## src/rtl/bb_bus_sequencer_pkg.sv

```systemverilog
// -----------------------------------------------------------------------------
// bb_bus_sequencer_pkg
// Shared definitions for the register-file micro-sequencer:
//   - enable bit indices on the 16-bit ien/oen unit buses
//   - opcode values (IR[7:4])
//   - FSM state encoding
//   - decoded-instruction record passed from bb_seq_decode to the top
//   - small helpers for one-hot enable masks and register-index checks
// -----------------------------------------------------------------------------
package bb_bus_sequencer_pkg;

  // Unit enable bit positions on o_unit_ien / o_unit_oen
  localparam logic [3:0] INDEX_EN_IR       = 4'd1;
  localparam logic [3:0] INDEX_EN_PC       = 4'd2;
  localparam logic [3:0] INDEX_EN_AR       = 4'd3;
  localparam logic [3:0] INDEX_EN_DR0      = 4'd4;
  localparam logic [3:0] INDEX_EN_DR1      = 4'd5;
  localparam logic [3:0] INDEX_EN_CR       = 4'd6;
  localparam logic [3:0] INDEX_EN_SKIN_INC = 4'd12;
  localparam logic [3:0] INDEX_EN_SKIN     = 4'd13;

  // Opcodes
  localparam logic [3:0] OP_NOP  = 4'h0;
  localparam logic [3:0] OP_LD   = 4'h1;
  localparam logic [3:0] OP_ST   = 4'h2;
  localparam logic [3:0] OP_LDI  = 4'h3;
  localparam logic [3:0] OP_INC  = 4'h4;
  localparam logic [3:0] OP_BR   = 4'h5;
  localparam logic [3:0] OP_BZ   = 4'h6;
  localparam logic [3:0] OP_HALT = 4'hF;

  // Sequencer states. LOAD is the single cycle that moves the fetched word
  // into IR, so DECODE always sees the freshly loaded instruction.
  typedef enum logic [2:0] {
    ST_IDLE    = 3'd0,
    ST_FETCH   = 3'd1,
    ST_LOAD    = 3'd2,
    ST_DECODE  = 3'd3,
    ST_EXEC    = 3'd4,
    ST_MEMWAIT = 3'd5,
    ST_HALT    = 3'd6
  } state_t;

  // Decoded instruction. req_oen_mask is driven during the memory request
  // phase (store source); oen_mask/ien_mask are the single-cycle execute move.
  typedef struct packed {
    logic        mem_op;
    logic        we;
    logic        addr_sel;
    logic [15:0] req_oen_mask;
    logic [15:0] oen_mask;
    logic [15:0] ien_mask;
    logic        halt;
    logic        illegal;
  } dec_t;

  // One-hot enable mask for a bus index
  function automatic logic [15:0] en_bit(input logic [3:0] idx);
    en_bit = 16'h0001 << idx;
  endfunction

  // Only AR, DR0, DR1 and CR may be memory targets/sources
  function automatic logic idx_valid(input logic [3:0] idx);
    idx_valid = (idx >= INDEX_EN_AR) && (idx <= INDEX_EN_CR);
  endfunction

endpackage

```

## src/rtl/bb_seq_decode.sv

```systemverilog
// -----------------------------------------------------------------------------
// bb_seq_decode
// Purely combinational instruction decoder for bb_bus_sequencer.
// Ports:
//   opcode  in   4   IR[7:4]
//   index   in   4   IR[3:0] register index
//   zero    in   1   condition flag used by BZ
//   dec     out  dec_t  memory-op flags, enable masks, halt, illegal
// -----------------------------------------------------------------------------
module bb_seq_decode
  import bb_bus_sequencer_pkg::*;
(
  input  logic [3:0] opcode,
  input  logic [3:0] index,
  input  logic       zero,
  output dec_t       dec
);

  // Map opcode/index onto bus moves; anything unrecognised is illegal
  always_comb begin
    dec = '0;
    case (opcode)
      OP_NOP: begin
        dec.illegal = 1'b0;
      end
      OP_LD: begin
        if (idx_valid(index)) begin
          dec.mem_op   = 1'b1;
          dec.addr_sel = 1'b1;
          dec.oen_mask = en_bit(INDEX_EN_SKIN);
          dec.ien_mask = en_bit(index);
        end else begin
          dec.illegal = 1'b1;
        end
      end
      OP_ST: begin
        if (idx_valid(index)) begin
          dec.mem_op       = 1'b1;
          dec.we           = 1'b1;
          dec.addr_sel     = 1'b1;
          dec.req_oen_mask = en_bit(index);
        end else begin
          dec.illegal = 1'b1;
        end
      end
      OP_LDI: begin
        // Immediate follows the instruction; reading it via SKIN_INC
        // moves PC past it.
        if (idx_valid(index)) begin
          dec.mem_op   = 1'b1;
          dec.oen_mask = en_bit(INDEX_EN_SKIN_INC);
          dec.ien_mask = en_bit(index);
        end else begin
          dec.illegal = 1'b1;
        end
      end
      OP_INC: begin
        dec.oen_mask = en_bit(INDEX_EN_DR0);
        dec.ien_mask = en_bit(INDEX_EN_DR0);
      end
      OP_BR: begin
        dec.oen_mask = en_bit(INDEX_EN_CR);
        dec.ien_mask = en_bit(INDEX_EN_PC);
      end
      OP_BZ: begin
        if (zero) begin
          dec.oen_mask = en_bit(INDEX_EN_CR);
          dec.ien_mask = en_bit(INDEX_EN_PC);
        end else begin
          dec.illegal = 1'b0;
        end
      end
      OP_HALT: begin
        dec.halt = 1'b1;
      end
      default: begin
        dec.illegal = 1'b1;
      end
    endcase
  end

endmodule

```

## src/rtl/bb_bus_sequencer.sv

```systemverilog
// -----------------------------------------------------------------------------
// bb_bus_sequencer
// Fetch/decode/execute micro-sequencer driving the register-file unit enable
// buses and the skin-side memory req/ack port. Every output is a flop loaded
// from the next-state decode, so i_mem_ack never reaches an enable
// combinationally and each bus move lasts exactly one clock.
//
// Optional feature: define BB_SEQ_TIMEOUT_EN to enable the memory-ack
// watchdog (TIMEOUT_CYCLES). Without it the sequencer waits forever for ack
// and o_error is held at 0.
//
// Ports:
//   clk, rst        clock, asynchronous active-high reset
//   i_start         leave IDLE/HALT and begin fetching
//   i_instruction   current IR contents (opcode IR[7:4], index IR[3:0])
//   i_zero          BZ condition flag
//   i_mem_ack       memory transfer complete (one-cycle pulse)
//   o_mem_req       memory request, held until ack
//   o_mem_we        store when high, valid with o_mem_req
//   o_addr_sel      memory address source: 0 = PC, 1 = AR
//   o_unit_ien      register load enables (one-hot or zero)
//   o_unit_oen      bus source enables (one-hot or zero)
//   o_busy          any state other than IDLE/HALT
//   o_halt          in HALT
//   o_illegal       one-cycle pulse on an undefined opcode or index
//   o_error         sticky watchdog error
// -----------------------------------------------------------------------------
module bb_bus_sequencer
  import bb_bus_sequencer_pkg::*;
#(
  parameter int unsigned DATA_WIDTH     = 8,
  parameter int unsigned TIMEOUT_CYCLES = 255
) (
  input  logic                  clk,
  input  logic                  rst,
  input  logic                  i_start,
  input  logic [DATA_WIDTH-1:0] i_instruction,
  input  logic                  i_zero,
  input  logic                  i_mem_ack,
  output logic                  o_mem_req,
  output logic                  o_mem_we,
  output logic                  o_addr_sel,
  output logic [15:0]           o_unit_ien,
  output logic [15:0]           o_unit_oen,
  output logic                  o_busy,
  output logic                  o_halt,
  output logic                  o_illegal,
  output logic                  o_error
);

  state_t      state_r, state_nx_s;
  dec_t        dec_s, dec_r, dec_cur_s;
  logic        req_r, we_r, asel_r, busy_r, halt_r, illegal_r, error_r;
  logic [15:0] ien_r, oen_r;
  logic        req_nx_s, we_nx_s, asel_nx_s, illegal_nx_s, error_nx_s;
  logic [15:0] ien_nx_s, oen_nx_s;
  logic        timeout_s;

  bb_seq_decode u_decode (
    .opcode (i_instruction[7:4]),
    .index  (i_instruction[3:0]),
    .zero   (i_zero),
    .dec    (dec_s)
  );

  // The decode is captured in DECODE so later phases do not depend on IR
  assign dec_cur_s = (state_r == ST_DECODE) ? dec_s : dec_r;

`ifdef BB_SEQ_TIMEOUT_EN
  localparam int unsigned CNT_RAW_W = $clog2(TIMEOUT_CYCLES + 1);
  localparam int unsigned CNT_W     = (CNT_RAW_W < 8)  ? 8 :
                                      (CNT_RAW_W > 16) ? 16 : CNT_RAW_W;
  logic [CNT_W-1:0] cnt_r, cnt_inc_s;

  assign cnt_inc_s = cnt_r + CNT_W'(1);
  // Fires on the request cycle whose missing ack would make the count reach
  // the limit; ack wins if it arrives on that same cycle.
  assign timeout_s = ((state_r == ST_FETCH) || (state_r == ST_MEMWAIT)) &&
                     !i_mem_ack && (cnt_inc_s == CNT_W'(TIMEOUT_CYCLES));

  // Watchdog counter: cleared on entry to a request state, counts unacked cycles
  always_ff @(posedge clk or posedge rst) begin
    if (rst) begin
      cnt_r <= '0;
    end else if ((state_nx_s != state_r) &&
                 ((state_nx_s == ST_FETCH) || (state_nx_s == ST_MEMWAIT))) begin
      cnt_r <= '0;
    end else if (((state_r == ST_FETCH) || (state_r == ST_MEMWAIT)) && !i_mem_ack) begin
      cnt_r <= cnt_inc_s;
    end else begin
      cnt_r <= cnt_r;
    end
  end
`else
  assign timeout_s = 1'b0;
`endif

  // Next state and next registered outputs
  always_comb begin
    state_nx_s   = state_r;
    error_nx_s   = error_r;
    req_nx_s     = 1'b0;
    we_nx_s      = 1'b0;
    asel_nx_s    = 1'b0;
    ien_nx_s     = 16'h0000;
    oen_nx_s     = 16'h0000;
    illegal_nx_s = 1'b0;

    case (state_r)
      ST_IDLE: begin
        if (i_start) begin
          state_nx_s = ST_FETCH;
        end else begin
          state_nx_s = ST_IDLE;
        end
      end
      ST_FETCH: begin
        if (i_mem_ack) begin
          state_nx_s = ST_LOAD;
        end else if (timeout_s) begin
          state_nx_s = ST_HALT;
          error_nx_s = 1'b1;
        end else begin
          state_nx_s = ST_FETCH;
        end
      end
      ST_LOAD: begin
        state_nx_s = ST_DECODE;
      end
      ST_DECODE: begin
        if (dec_s.mem_op) begin
          state_nx_s = ST_MEMWAIT;
        end else if (dec_s.halt) begin
          state_nx_s = ST_HALT;
        end else begin
          state_nx_s = ST_EXEC;
        end
      end
      ST_MEMWAIT: begin
        if (i_mem_ack) begin
          state_nx_s = ST_EXEC;
        end else if (timeout_s) begin
          state_nx_s = ST_HALT;
          error_nx_s = 1'b1;
        end else begin
          state_nx_s = ST_MEMWAIT;
        end
      end
      ST_EXEC: begin
        state_nx_s = ST_FETCH;
      end
      ST_HALT: begin
        // A watchdog error parks the sequencer until rst
        if (i_start && !error_r) begin
          state_nx_s = ST_FETCH;
        end else begin
          state_nx_s = ST_HALT;
        end
      end
      default: begin
        state_nx_s = ST_IDLE;
      end
    endcase

    case (state_nx_s)
      ST_FETCH: begin
        req_nx_s = 1'b1;
      end
      ST_LOAD: begin
        oen_nx_s = en_bit(INDEX_EN_SKIN_INC);
        ien_nx_s = en_bit(INDEX_EN_IR);
      end
      ST_MEMWAIT: begin
        req_nx_s  = 1'b1;
        we_nx_s   = dec_cur_s.we;
        asel_nx_s = dec_cur_s.addr_sel;
        oen_nx_s  = dec_cur_s.req_oen_mask;
      end
      ST_EXEC: begin
        // After a memory op this is the ack-follow-up cycle (store: all zero)
        oen_nx_s     = dec_cur_s.oen_mask;
        ien_nx_s     = dec_cur_s.ien_mask;
        illegal_nx_s = dec_cur_s.illegal;
      end
      default: begin
        req_nx_s = 1'b0;
      end
    endcase
  end

  // State, captured decode and all output registers
  always_ff @(posedge clk or posedge rst) begin
    if (rst) begin
      state_r   <= ST_IDLE;
      dec_r     <= '0;
      req_r     <= 1'b0;
      we_r      <= 1'b0;
      asel_r    <= 1'b0;
      ien_r     <= 16'h0000;
      oen_r     <= 16'h0000;
      busy_r    <= 1'b0;
      halt_r    <= 1'b0;
      illegal_r <= 1'b0;
      error_r   <= 1'b0;
    end else begin
      state_r   <= state_nx_s;
      dec_r     <= (state_r == ST_DECODE) ? dec_s : dec_r;
      req_r     <= req_nx_s;
      we_r      <= we_nx_s;
      asel_r    <= asel_nx_s;
      ien_r     <= ien_nx_s;
      oen_r     <= oen_nx_s;
      busy_r    <= (state_nx_s != ST_IDLE) && (state_nx_s != ST_HALT);
      halt_r    <= (state_nx_s == ST_HALT);
      illegal_r <= illegal_nx_s;
      error_r   <= error_nx_s;
    end
  end

  assign o_mem_req  = req_r;
  assign o_mem_we   = we_r;
  assign o_addr_sel = asel_r;
  assign o_unit_ien = ien_r;
  assign o_unit_oen = oen_r;
  assign o_busy     = busy_r;
  assign o_halt     = halt_r;
  assign o_illegal  = illegal_r;
  assign o_error    = error_r;

endmodule

```

## config.mk

```make
export PLATFORM = sky130hd
export DESIGN_NAME = bb_bus_sequencer
export DESIGN_NICKNAME = d
export VERILOG_FILES = /design/src/rtl/bb_bus_sequencer_pkg.sv /design/src/rtl/bb_seq_decode.sv /design/src/rtl/bb_bus_sequencer.sv
export SDC_FILE = /design/constraint.sdc
export NUM_CORES = 1
export LEC_CHECK = 0
export ABC_CLOCK_PERIOD_IN_PS = 4100
export BUFFER_PORTS_ARGS = -buffer_cell sky130_fd_sc_hd__buf_2
export CORE_UTILIZATION = 57
export CTS_CLUSTER_DIAMETER = 200
export DETAILED_ROUTE_END_ITERATION = 8
export PLACE_DENSITY = 0.79
export RECOVER_POWER = 50
export SLEW_MARGIN = 20
export SYNTH_ARGS = -nofsm -noshare
export SYNTH_HDL_FRONTEND = slang
export SYNTH_HIERARCHICAL = 1
export SYNTH_SLANG_ARGS = --single-unit
```

## constraint.sdc

```tcl
create_clock -name clk -period 4.1 [get_ports clk]
set_clock_uncertainty 0.05 [all_clocks]
set_input_delay 0.82 -clock clk [delete_from_list [all_inputs] [get_ports clk]]
set_output_delay 0.82 -clock clk [all_outputs]
set_load 0.02 [all_outputs]
```

==> results of run 1 <==
[per-stage QoR]
step	hold slack (ns)	worst slack (ns)	power, W	cell area (µm²)	utilization, %
finish	0.444	1.15	0.00266	4220	64.6
global route	0.466	0.563	0.00283	4220	64.6
CTS	0.425	1.24	0.00270	4250	65.1
detailed placement	0.432	0.861	0.00217	4080	62.5
global placement	0.423	1.04	0.00213	4080	62.5
floorplan	0.416	0.838	0.00200	4070	-
[layout by cell type, fill, tap and decap left out, drive strengths merged, types with 2 or more instances in the layout]
cell type and count:
clkinv 2, and3 3, clkbuf 33, buf 31, and2 14, conb 36
nand3b 2, nor3 4, nor2b 9, clkinvlp 3, a21oi 5, nor2 12
nand2b 3, nand2 6, nand3 4, a32o 15, nor4 2, dfrtp 92
mux2 51, a21boi 2, inv 7, o21ai 2
[where the power goes]
part / internal (W) / switching, W / total, W
registers: 0.00120 / 0.000118 / 0.00132
logic: 0.000365 / 0.000450 / 0.000815
clock network: 0.000235 / 0.000293 / 0.000528
[kinds of logic after synthesis]
kind of cell	count (synthesis)	synth area share (%)
flops	92	58.3
compound gates	31	6.75
buf+inv	58	9.73
other cells	2	0.190
simple gates	68	10.4
mux	51	14.6
[state kept, by name, indices dropped and copies added (netlist names)]
| name | count |
|---|---|
| o_addr_sel | 1 |
| state_r | 3 |
| o_busy | 1 |
| o_illegal | 1 |
| o_mem_we | 1 |
| o_halt | 1 |
| dec_r | 51 |
| o_unit_ien | 16 |
| o_unit_oen | 16 |
| o_mem_req | 1 |
[critical path: stages]
cell and delay, ns:
buf_2 0.10, clkinvlp_2 0.72, clkbuf_1 1.37
[area by class of cell]
class | count | area, µm²
clock buffer | 12 | 145
sequential | 92 | 2300
inverter | 8 | 31.3
fill | 521 | 2310
multi-input combinational | 186 | 1390
tap | 77 | 96.3
clock inverter | 4 | 25.0
timing repair buffer | 52 | 234
[path summary, 6_finish.rpt]
kind	start	to	cells after the start
worst max-delay path	rst	o_unit_ien[9]$_DFF_PP0_	3
worst min-delay path	dec_r[2]$_DFF_PP0_	dec_r[2]$_DFF_PP0_	1
worst max register to register	state_r[0]$_DFF_PP0_	o_unit_oen[12]$_DFF_PP0_	4
worst min register to register	dec_r[2]$_DFF_PP0_	dec_r[2]$_DFF_PP0_	1
max in group clk	i_instruction[3]	o_unit_oen[13]$_DFF_PP0_	9
min in group asynchronous	rst	dec_r[44]$_DFF_PP0_	2
[metal layers]
metal / part of all wire (%) / routed length, µm
met2: 49 / 3100
met1: 45 / 2890
met4: 1.7 / 107
met3: 4.0 / 252
met5: 0 / 0
==> metrics.md, run 1 <==
| Metric | Value |
|---|---|
| Status | `finished, violations left` |
| Failing checks | `max-capacitance violations, max-slew violations` |
| Number of global-route vias before repair | `about 2,400` |
| Grt ovf | `0` |
| Rows | `29` |
| CTS Sinks | `92` |
| Antenna violations before repair | `0` |
| WS Path Type | `input port to asynchronous set/reset pin` |
| Most common cell in the synthesized netlist | `dfrtp_1` |
| Cell taking the most area after synthesis | `dfrtp_1` |
| Routed vias | `approximately 2,200` |
| Leakage | `2.03 nW` |
| EDFF count, synth | `0` |
| Register area share after synthesis | `a little under 60%` |
| Core area | `between 6000 and 7000 µm²` |
| Placed Cells | `415` |
| Largest net degree at the start of global routing | `53` |
| I/O pins | `between 50 and 60` |
| Layout cells sized above 1 | `roughly 30%` |
| CP startpoint kind | `input port` |
| Grt peak-use layer | `met2` |
| Die height | `around 85 µm` |
| CP endpoint kind | `asynchronous set/reset pin` |
| Pwr Density | `between 600 and 700 nW/µm²` |
| CP Max Fanout | `35` |
| Cts-stage hold buffer count | `0` |
| Data arrival, critical path | `roughly 3 ns` |
| Later-pin clock latency in the skew report | `0.35 ns` |
| First-pass detailed-route iteration total | `7` |
| Hold Crit Class | `flop to flop` |
| Yosys warning total | `6` |
| Slew Limit Fails | `65` |
| Main synth FF type | `dfrtp_1` |
| Yosys cell types | `43` |
| Met1 Usage GRT | `25.5%` |
| Final Net Count | `roughly 360` |
| Ant diodes | `0` |
| IO buf count | `50` |
| Mapped cell area | `between 3000 and 4000 µm²` |
| Slew headroom | `-19.8%` |
| CTS resizes | `0` |
| CTS root buf | `clkbuf_8` |
| Num CTS Buffers | `9` |
| Worst-Margin Slew | `approximately 1.8 ns` |
| Routed Wire Length | `approximately 6.4 mm` |
| Setup bufs post-CTS | `0` |
| Final Hold Viols | `0` |
| Die ar. | `roughly 7300 µm²` |
| Fin Setup TNS | `0 ns` |
| H-Tree Level Count | `3` |
| Fin cells | `431` |
| DRC violations left | `0` |
| Ranking of synthesized cells by area | `dfrtp_1 (58%), mux2_2 (15%), buf_4 (6.8%)` |
| Maximum clock rate | `between 0.3 and 0.4 GHz` |
| Syn avg cell area | `~13 µm²` |
| Fraction of registers with async set or reset after synthesis | `between 90% and 100%` |
| Final period utilization | `a little over 70%` |
| Number of register bits inferred by synthesis | `between 90 and 100` |
| Minimum clock period | `approximately 3.0 ns` |
| GRT Total Usage | `between 10% and 20%` |
| Antenna-violating nets left | `0` |
| Synth top cells by count | `dfrtp_1 (92), mux2_2 (51), buf_4 (36)` |
| Maxcap violations | `2` |
| FF-to-FF setup slack | `1.48 ns` |
| CTS Buffer Depth | `2` |
| First-pass GRT wire length | `11.0 mm` |
| Chip width | `around 85 µm` |
| Unrepaired setup endpoints after global routing | `no` |
| CTS tree | `built` |
| Wirelength per Cell | `14.7 µm` |
| Post-Syn Instances | `~300` |
| Clk pin slew, worst setup/hold paths | `0.08 ns` |
| RD Place Congestion | `0.828` |
| Worst endpoint required time | `approximately 4.2 ns` |
| VDD IR max | `about 0.36 mV` |
| DRT iter0 DRCs | `146` |
| Post-synth top area share | `roughly three fifths` |
| Synthesis-to-layout area growth | `6.98%` |
| Count of final setup violators | `0` |
| Initial Util | `between 60% and 70%` |
| Vias per cell | `5.19` |
| Met2 Use GR | `roughly 32%` |
| HPWL Detailed | `4.07 mm` |
| Met3 usage | `under 10%` |
Note: power is estimated with default switching activity, not from simulation.
==> run 2: changes to the inputs <==
- ABC_AREA: default -> 1
- ABC_CLOCK_PERIOD_IN_PS: 4100 -> 2800
- clock period: 4.1 -> 2.8 ns (I/O delays scaled with it)
==> metrics.md, run 2 <==
| Metric | Value |
|---|---|
| Slew headroom | `30.6%` |
| Vias per cell | `between 4 and 5` |
| GRT Total Usage | `22.5%` |
| Antenna violations before repair | `0` |
| Later-pin clock latency in the skew report | `between 0.3 and 0.4 ns` |
| Met1 Usage GRT | `between 20% and 30%` |
| Antenna-violating nets left | `0` |
| Status | `complete, no violations` |
| Crit path cell chain | `buf_2, inv_1, nand2_1, nor2_1, and2_1, inv_1, nand2_1, a21oi_1, nor2_2, nand3_2, nor2_1` |
| I/O pins | `between 50 and 60` |
| Unrepaired setup endpoints after global routing | `no` |
| First-pass GRT wire length | `12.8 mm` |
| Met2 Use GR | `37.4%` |
| Final Net Count | `530` |
| VDD IR max | `0.496 mV` |
| Number of global-route vias before repair | `2,840` |
| Grt peak-use layer | `met2` |
| HPWL Detailed | `4.97 mm` |
| IO buf count | `50` |
| Setup bufs post-CTS | `0` |
| Chip width | `87.0 µm` |
| Worst Reg-to-Reg Cells | `6` |
| Worst r2r src | `state_r[1]$_DFF_PP0_` |
| FF-to-FF setup slack | `approximately 0.68 ns` |
| Ranking of synthesized cells by area | `dfrtp_1 (56%), nand2_1 (15%), buf_4 (7.1%)` |
| Mapped cell area | `4120 µm²` |
| CTS Buffer Depth | `2` |
| RD Place Congestion | `0.882` |
| Syn avg cell area | `around 9 µm²` |
| Flip-flop count of the largest register after layout | `between 50 and 60` |
| Initial Util | `59.7%` |
| Slowest stage delay, CP | `roughly 0.40 ns` |
| Routed vias | `around 2,900` |
| Fraction of registers with async set or reset after synthesis | `100%` |
| Rows | `30` |
| Main synth FF type | `dfrtp_1` |
| Yosys warning total | `6` |
| Register area share after synthesis | `approximately 56%` |
| Slowest CP cell | `nand3_2` |
| Wirelength per Cell | `between 10 and 15 µm` |
| CP Max Fanout | `16` |
| Post-Syn Instances | `470` |
| Slew Limit Fails | `0` |
| CTS resizes | `0` |
| Commonest non-fill, non-tap cell in the layout | `nand2_1` |
| WS Path Type | `input port to flop` |
| Leakage | `2.49 nW` |
| Final period utilization | `about three quarters` |
| Post-synth top area share | `55.8%` |
| Synth top cells by count | `nand2_1 (163), dfrtp_1 (92), buf_4 (39)` |
| Yosys cell types | `27` |
| Grt ovf | `0` |
| CTS root buf | `clkbuf_8` |
| Fin worst setup slack | `around 0.67 ns` |
| H-Tree Level Count | `3` |
| Hold_ws | `around 0.33 ns` |
| Reg2Reg Capture Point | `o_unit_ien[12]$_DFF_PP0_` |
| Count of final setup violators | `0` |
| Met3 usage | `4.36%` |
| Crit path capture | `o_unit_ien[12]$_DFF_PP0_` |
| Largest Register | `dec_r` |
| Cell taking the most area after synthesis | `dfrtp_1` |
| Routed Wire Length | `about 7.5 mm` |
| Ant diodes | `0` |
| Worst endpoint required time | `between 3 and 4 ns` |
| CP startpoint kind | `input port` |
| Hold Crit Class | `input port to asynchronous set/reset pin` |
| Most common cell in the synthesized netlist | `nand2_1` |
| Clk pin slew, worst setup/hold paths | `about 0.080 ns` |
| Cts-stage hold buffer count | `0` |
| Layout cells sized above 1 | `around 15%` |
| CTS tree | `built` |
| Pwr Density | `approximately 960 nW/µm²` |
| Die height | `between 80 and 90 µm` |
| Commonest non-fill, non-tap cells in the layout | `nand2_1 (163), dfrtp_1 (92), nor2_1 (37)` |
| Num CTS Buffers | `9` |
| First-pass detailed-route iteration total | `5` |
| DRC violations left | `0` |
| DRT iter0 DRCs | `between 100 and 150` |
| Synthesis-to-layout area growth | `6.68%` |
| CTS Sinks | `slightly above 90` |
| Worst Setup SP | `i_instruction[6]` |
| Data arrival, critical path | `around 2.4 ns` |
| Pwr Total | `0.00421 W` |
| Minimum clock period | `2.13 ns` |
| Final Hold Viols | `0` |
| Maximum clock rate | `~0.47 GHz` |
| EDFF count, synth | `0` |
| Number of register bits inferred by synthesis | `92` |
| CP endpoint kind | `flop` |
| Die ar. | `7580 µm²` |
| Core area | `just under 7000 µm²` |
| Maxcap violations | `0` |
| Fin Setup TNS | `0 ns` |
| Setup WS pre-CTS | `0.323 ns` |
| Worst-Margin Slew | `1.03 ns` |
| Largest net degree at the start of global routing | `52` |
==> run 2: changes by cell type in the layout (fill, tap and decap cells not counted), moves of 7 or more <==
cell     previous run  this run
inv_1               7        36
or2_1               1         8
nor2_1             12        37
o21ai_0             2        15
a32o_1             15         0
nand4_1             1        17
nor2b_1             8         0
mux2_2             51         0
and2_1             13         1
nand2_1             6       163
==> run 2: area by class of cell <==
cell class	count	area [µm²]
clock buffer	11	141
inverter	41	155
tap	96	120
timing repair buffer	57	274
clock inverter	4	26.3
fill	624	2510
multi-input combinational	316	1380
sequential	92	2300
==> run 2: report_power, final <==
| part | internal (W) | total [W] | switching [W] |
|---|---|---|---|
| sequential | 0.00179 | 0.00193 | 0.000138 |
| clock | 0.000341 | 0.000773 | 0.000432 |
| combinational | 0.000456 | 0.00151 | 0.00105 |
==> run 2: metal layers <==
metal,wire length (µm),vias up,part of all wire [%]
met3,356,8,4.7
met5,0,-,0
met4,128,0,1.7
met2,3620,74,48
li1,-,1452,-
met1,3440,1375,46
==> run 2: per-stage QoR <==
stage	std cells	util [%]	area [µm²]
6_report	617	63.7	4400
5_1_grt	617	63.7	4400
4_1_cts	617	64.3	4440
3_5_place_dp	602	61.9	4270
3_3_place_gp	602	61.9	4270
2_1_floorplan	504	-	4250
==> run 2: critical path, delay by kind of cell <==
kind / cells / cell delay (ns)
AND/OR/NAND/NOR: 7 / 1.45
buffers and inverters: 3 / 0.25
AO/OA/AOI/OAI: 1 / 0.07
==> run 2: kinds of logic (layout without fill, tap and decap cells) <==
| kind of cell | after synthesis | in the layout | synth area share, % |
|---|---|---|---|
| buffers and inverters | 96 | 113 | 13.8 |
| AOI/OAI and AO/OA | 25 | 25 | 3.46 |
| DFF | 92 | 92 | 55.8 |
| and+or+nand+nor | 255 | 255 | 26.7 |
| other | 2 | 36 | 0.182 |
==> run 2: how the worst min path moves through the flow <==
stage / startpoint / to / slack (ns) / depth (start not counted)
after floorplan: dec_r[46]$_DFF_PP0_ / dec_r[46]$_DFF_PP0_ / 0.39 / 2
after global placement: dec_r[46]$_DFF_PP0_ / dec_r[46]$_DFF_PP0_ / 0.41 / 2
after detailed placement: dec_r[43]$_DFF_PP0_ / dec_r[43]$_DFF_PP0_ / 0.41 / 2
after CTS: rst / o_unit_oen[15]$_DFF_PP0_ / 0.21 / 2
after global routing: rst / o_unit_oen[15]$_DFF_PP0_ / 0.41 / 2
final: rst / o_unit_oen[9]$_DFF_PP0_ / 0.33 / 2
==> run 3: changes to the inputs <==
- ABC_CLOCK_PERIOD_IN_PS: 2800 -> 2000
- clock period: 2.8 -> 2 ns (I/O delays scaled with it)
==> metrics.md, run 3 (synthesis results as in run 2) <==
| Metric | Value |
|---|---|
| Status | `complete, no violations` |
| Clk pin slew, worst setup/hold paths | `roughly 0.09 ns` |
| Unrepaired setup endpoints after global routing | `no` |
| VDD IR max | `0.736 mV` |
| Maxcap violations | `0` |
| Leakage | `about 2.6 nW` |
| Number of global-route vias before repair | `between 2,000 and 3,000` |
| CTS resizes | `0` |
| I/O pins | `52` |
| DRT iter0 DRCs | `around 200` |
| Fin Setup TNS | `0 ns` |
| Setup bufs post-CTS | `0` |
| First-pass detailed-route iteration total | `5` |
| Worst r2r src | `state_r[1]$_DFF_PP0_` |
| Commonest non-fill, non-tap cells in the layout | `nand2_1 (163), dfrtp_1 (92), buf_2 (41)` |
| Die ar. | `~7600 µm²` |
| Wirelength per Cell | `11.8 µm` |
| Most used cell, CP | `nand2_1` |
| Worst Setup SP | `state_r[1]$_DFF_PP0_` |
| CTS tree | `built` |
| IO buf count | `50` |
| First-pass GRT wire length | `approximately 13 mm` |
| Slowest CP cell | `dfrtp_1` |
| Slew headroom | `between 20 and 25%` |
| Vias per cell | `4.65` |
| Routed Wire Length | `around 7.4 mm` |
| Routed vias | `2,909` |
| Design Area, Final | `4480 µm²` |
| HPWL Detailed | `around 4.8 mm` |
| Synthesis-to-layout area growth | `8.62%` |
| Grt ovf | `0` |
| Fill cells | `about 600` |
| Crit path cell chain | `inv_1, nor2_1, nand2_2, clkbuf_2, nand2_1, nand2_1, a21boi_0, nand2_1` |
| Core area | `6910 µm²` |
| Slew Limit Fails | `0` |
| Final Util | `around two thirds` |
| Antenna violations before repair | `0` |
| CTS Buffer Depth | `2` |
| Worst-Margin Slew | `between 1 and 1.5 ns` |
| Ant diodes | `0` |
| Num CTS Buffers | `9` |
| Flip-flop count of the largest register after layout | `between 50 and 60` |
| Commonest non-fill, non-tap cell in the layout | `nand2_1` |
| CP Max Fanout | `25` |
| CP endpoint kind | `flop` |
| CP startpoint kind | `flop` |
| Slowest stage delay, CP | `~0.42 ns` |
| Die height | `approximately 87 µm` |
| Initial Util | `59.7%` |
| Later-pin clock latency in the skew report | `0.35 ns` |
| Largest Register | `dec_r` |
| Hold Crit Class | `input port to asynchronous set/reset pin` |
| RD Place Congestion | `about 0.9` |
| Chip width | `approximately 87 µm` |
| CTS Sinks | `a little over 90` |
| Maximum clock rate | `~0.57 GHz` |
| Minimum clock period | `~1.8 ns` |
| Layout cells sized above 1 | `17.6%` |
| WS Path Type | `flop to flop` |
| H-Tree Level Count | `3` |
| Placement Cell Area | `~4300 µm²` |
| Pwr Density | `approximately 1300 nW/µm²` |
| DRC violations left | `0` |
| Antenna-violating nets left | `0` |
| Final Net Count | `~540` |
| Data arrival, critical path | `1.95 ns` |
| Worst endpoint required time | `2.19 ns` |
| Count of final setup violators | `0` |
| Final period utilization | `between 80 and 90%` |
| GRT Total Usage | `between 20 and 25%` |
| Cts-stage hold buffer count | `0` |
| Largest net degree at the start of global routing | `93` |
| CTS root buf | `clkbuf_8` |
| Final Hold Viols | `0` |
| Rows | `30` |
## run 3: path summary, 6_finish.rpt
path                                       endpoint  slack (ns)  cells past startpoint
min reg2reg                     dec_r[31]$_DFF_PP0_        0.43                      2
min in group clk                dec_r[30]$_DFF_PP0_        0.41                      6
max reg2reg                o_unit_oen[12]$_DFF_PP0_        0.25                      8
max in group asynchronous        dec_r[6]$_DFF_PP0_        0.73                      3
min                         o_unit_oen[9]$_DFF_PP0_        0.41                      3
max                        o_unit_oen[12]$_DFF_PP0_        0.25                      8
## run 3: layout make-up
| type | instances | area (µm²) | area share [%] |
|---|---|---|---|
| clock inverters | 6 | 40.0 | 0.894 |
| flip-flops and latches | 92 | 2300 | 51.4 |
| well taps | 96 | 120 | 2.68 |
| multi-input cells | 316 | 1380 | 30.7 |
| repair buffers | 64 | 354 | 7.91 |
| inverters | 41 | 158 | 3.52 |
| clock buffers | 10 | 128 | 2.85 |
## run 3: report_power, final
group / internal (W) / switching, W / leakage (nW) / total, W
Combinational: 0.000723 / 0.00148 / 1.31 / 0.00220
Sequential: 0.00251 / 0.000195 / 1.19 / 0.00270
Clock: 0.000452 / 0.000640 / 0.0864 / 0.00109
## run 3: through the flow
stage               total power [W]  hold slack (ns)  instances  worst slack, ns
global route                0.00646            0.434        625           0.0708
finish                      0.00599            0.413        625            0.249
floorplan                   0.00447            0.391        504            0.284
CTS                         0.00608            0.138        625            0.275
detailed placement          0.00497            0.410        609           0.0313
global placement            0.00488            0.406        609           0.0925
## run 3: critical path, delay by kind of cell, from the launching register on
kind                   cells  cell delay, ns
AO/OA/AOI/OAI              1            0.17
buffers and inverters      2            0.45
flip-flops                 1            0.42
AND/OR/NAND/NOR            5            0.54
## run 3: layer usage
layer  global-route usage [%]  part of all wire, %
met1                     29.3                   47
met2                     36.2                   46
met3                     3.60                  4.8
met4                     11.4                  1.9
met5                        0                    0
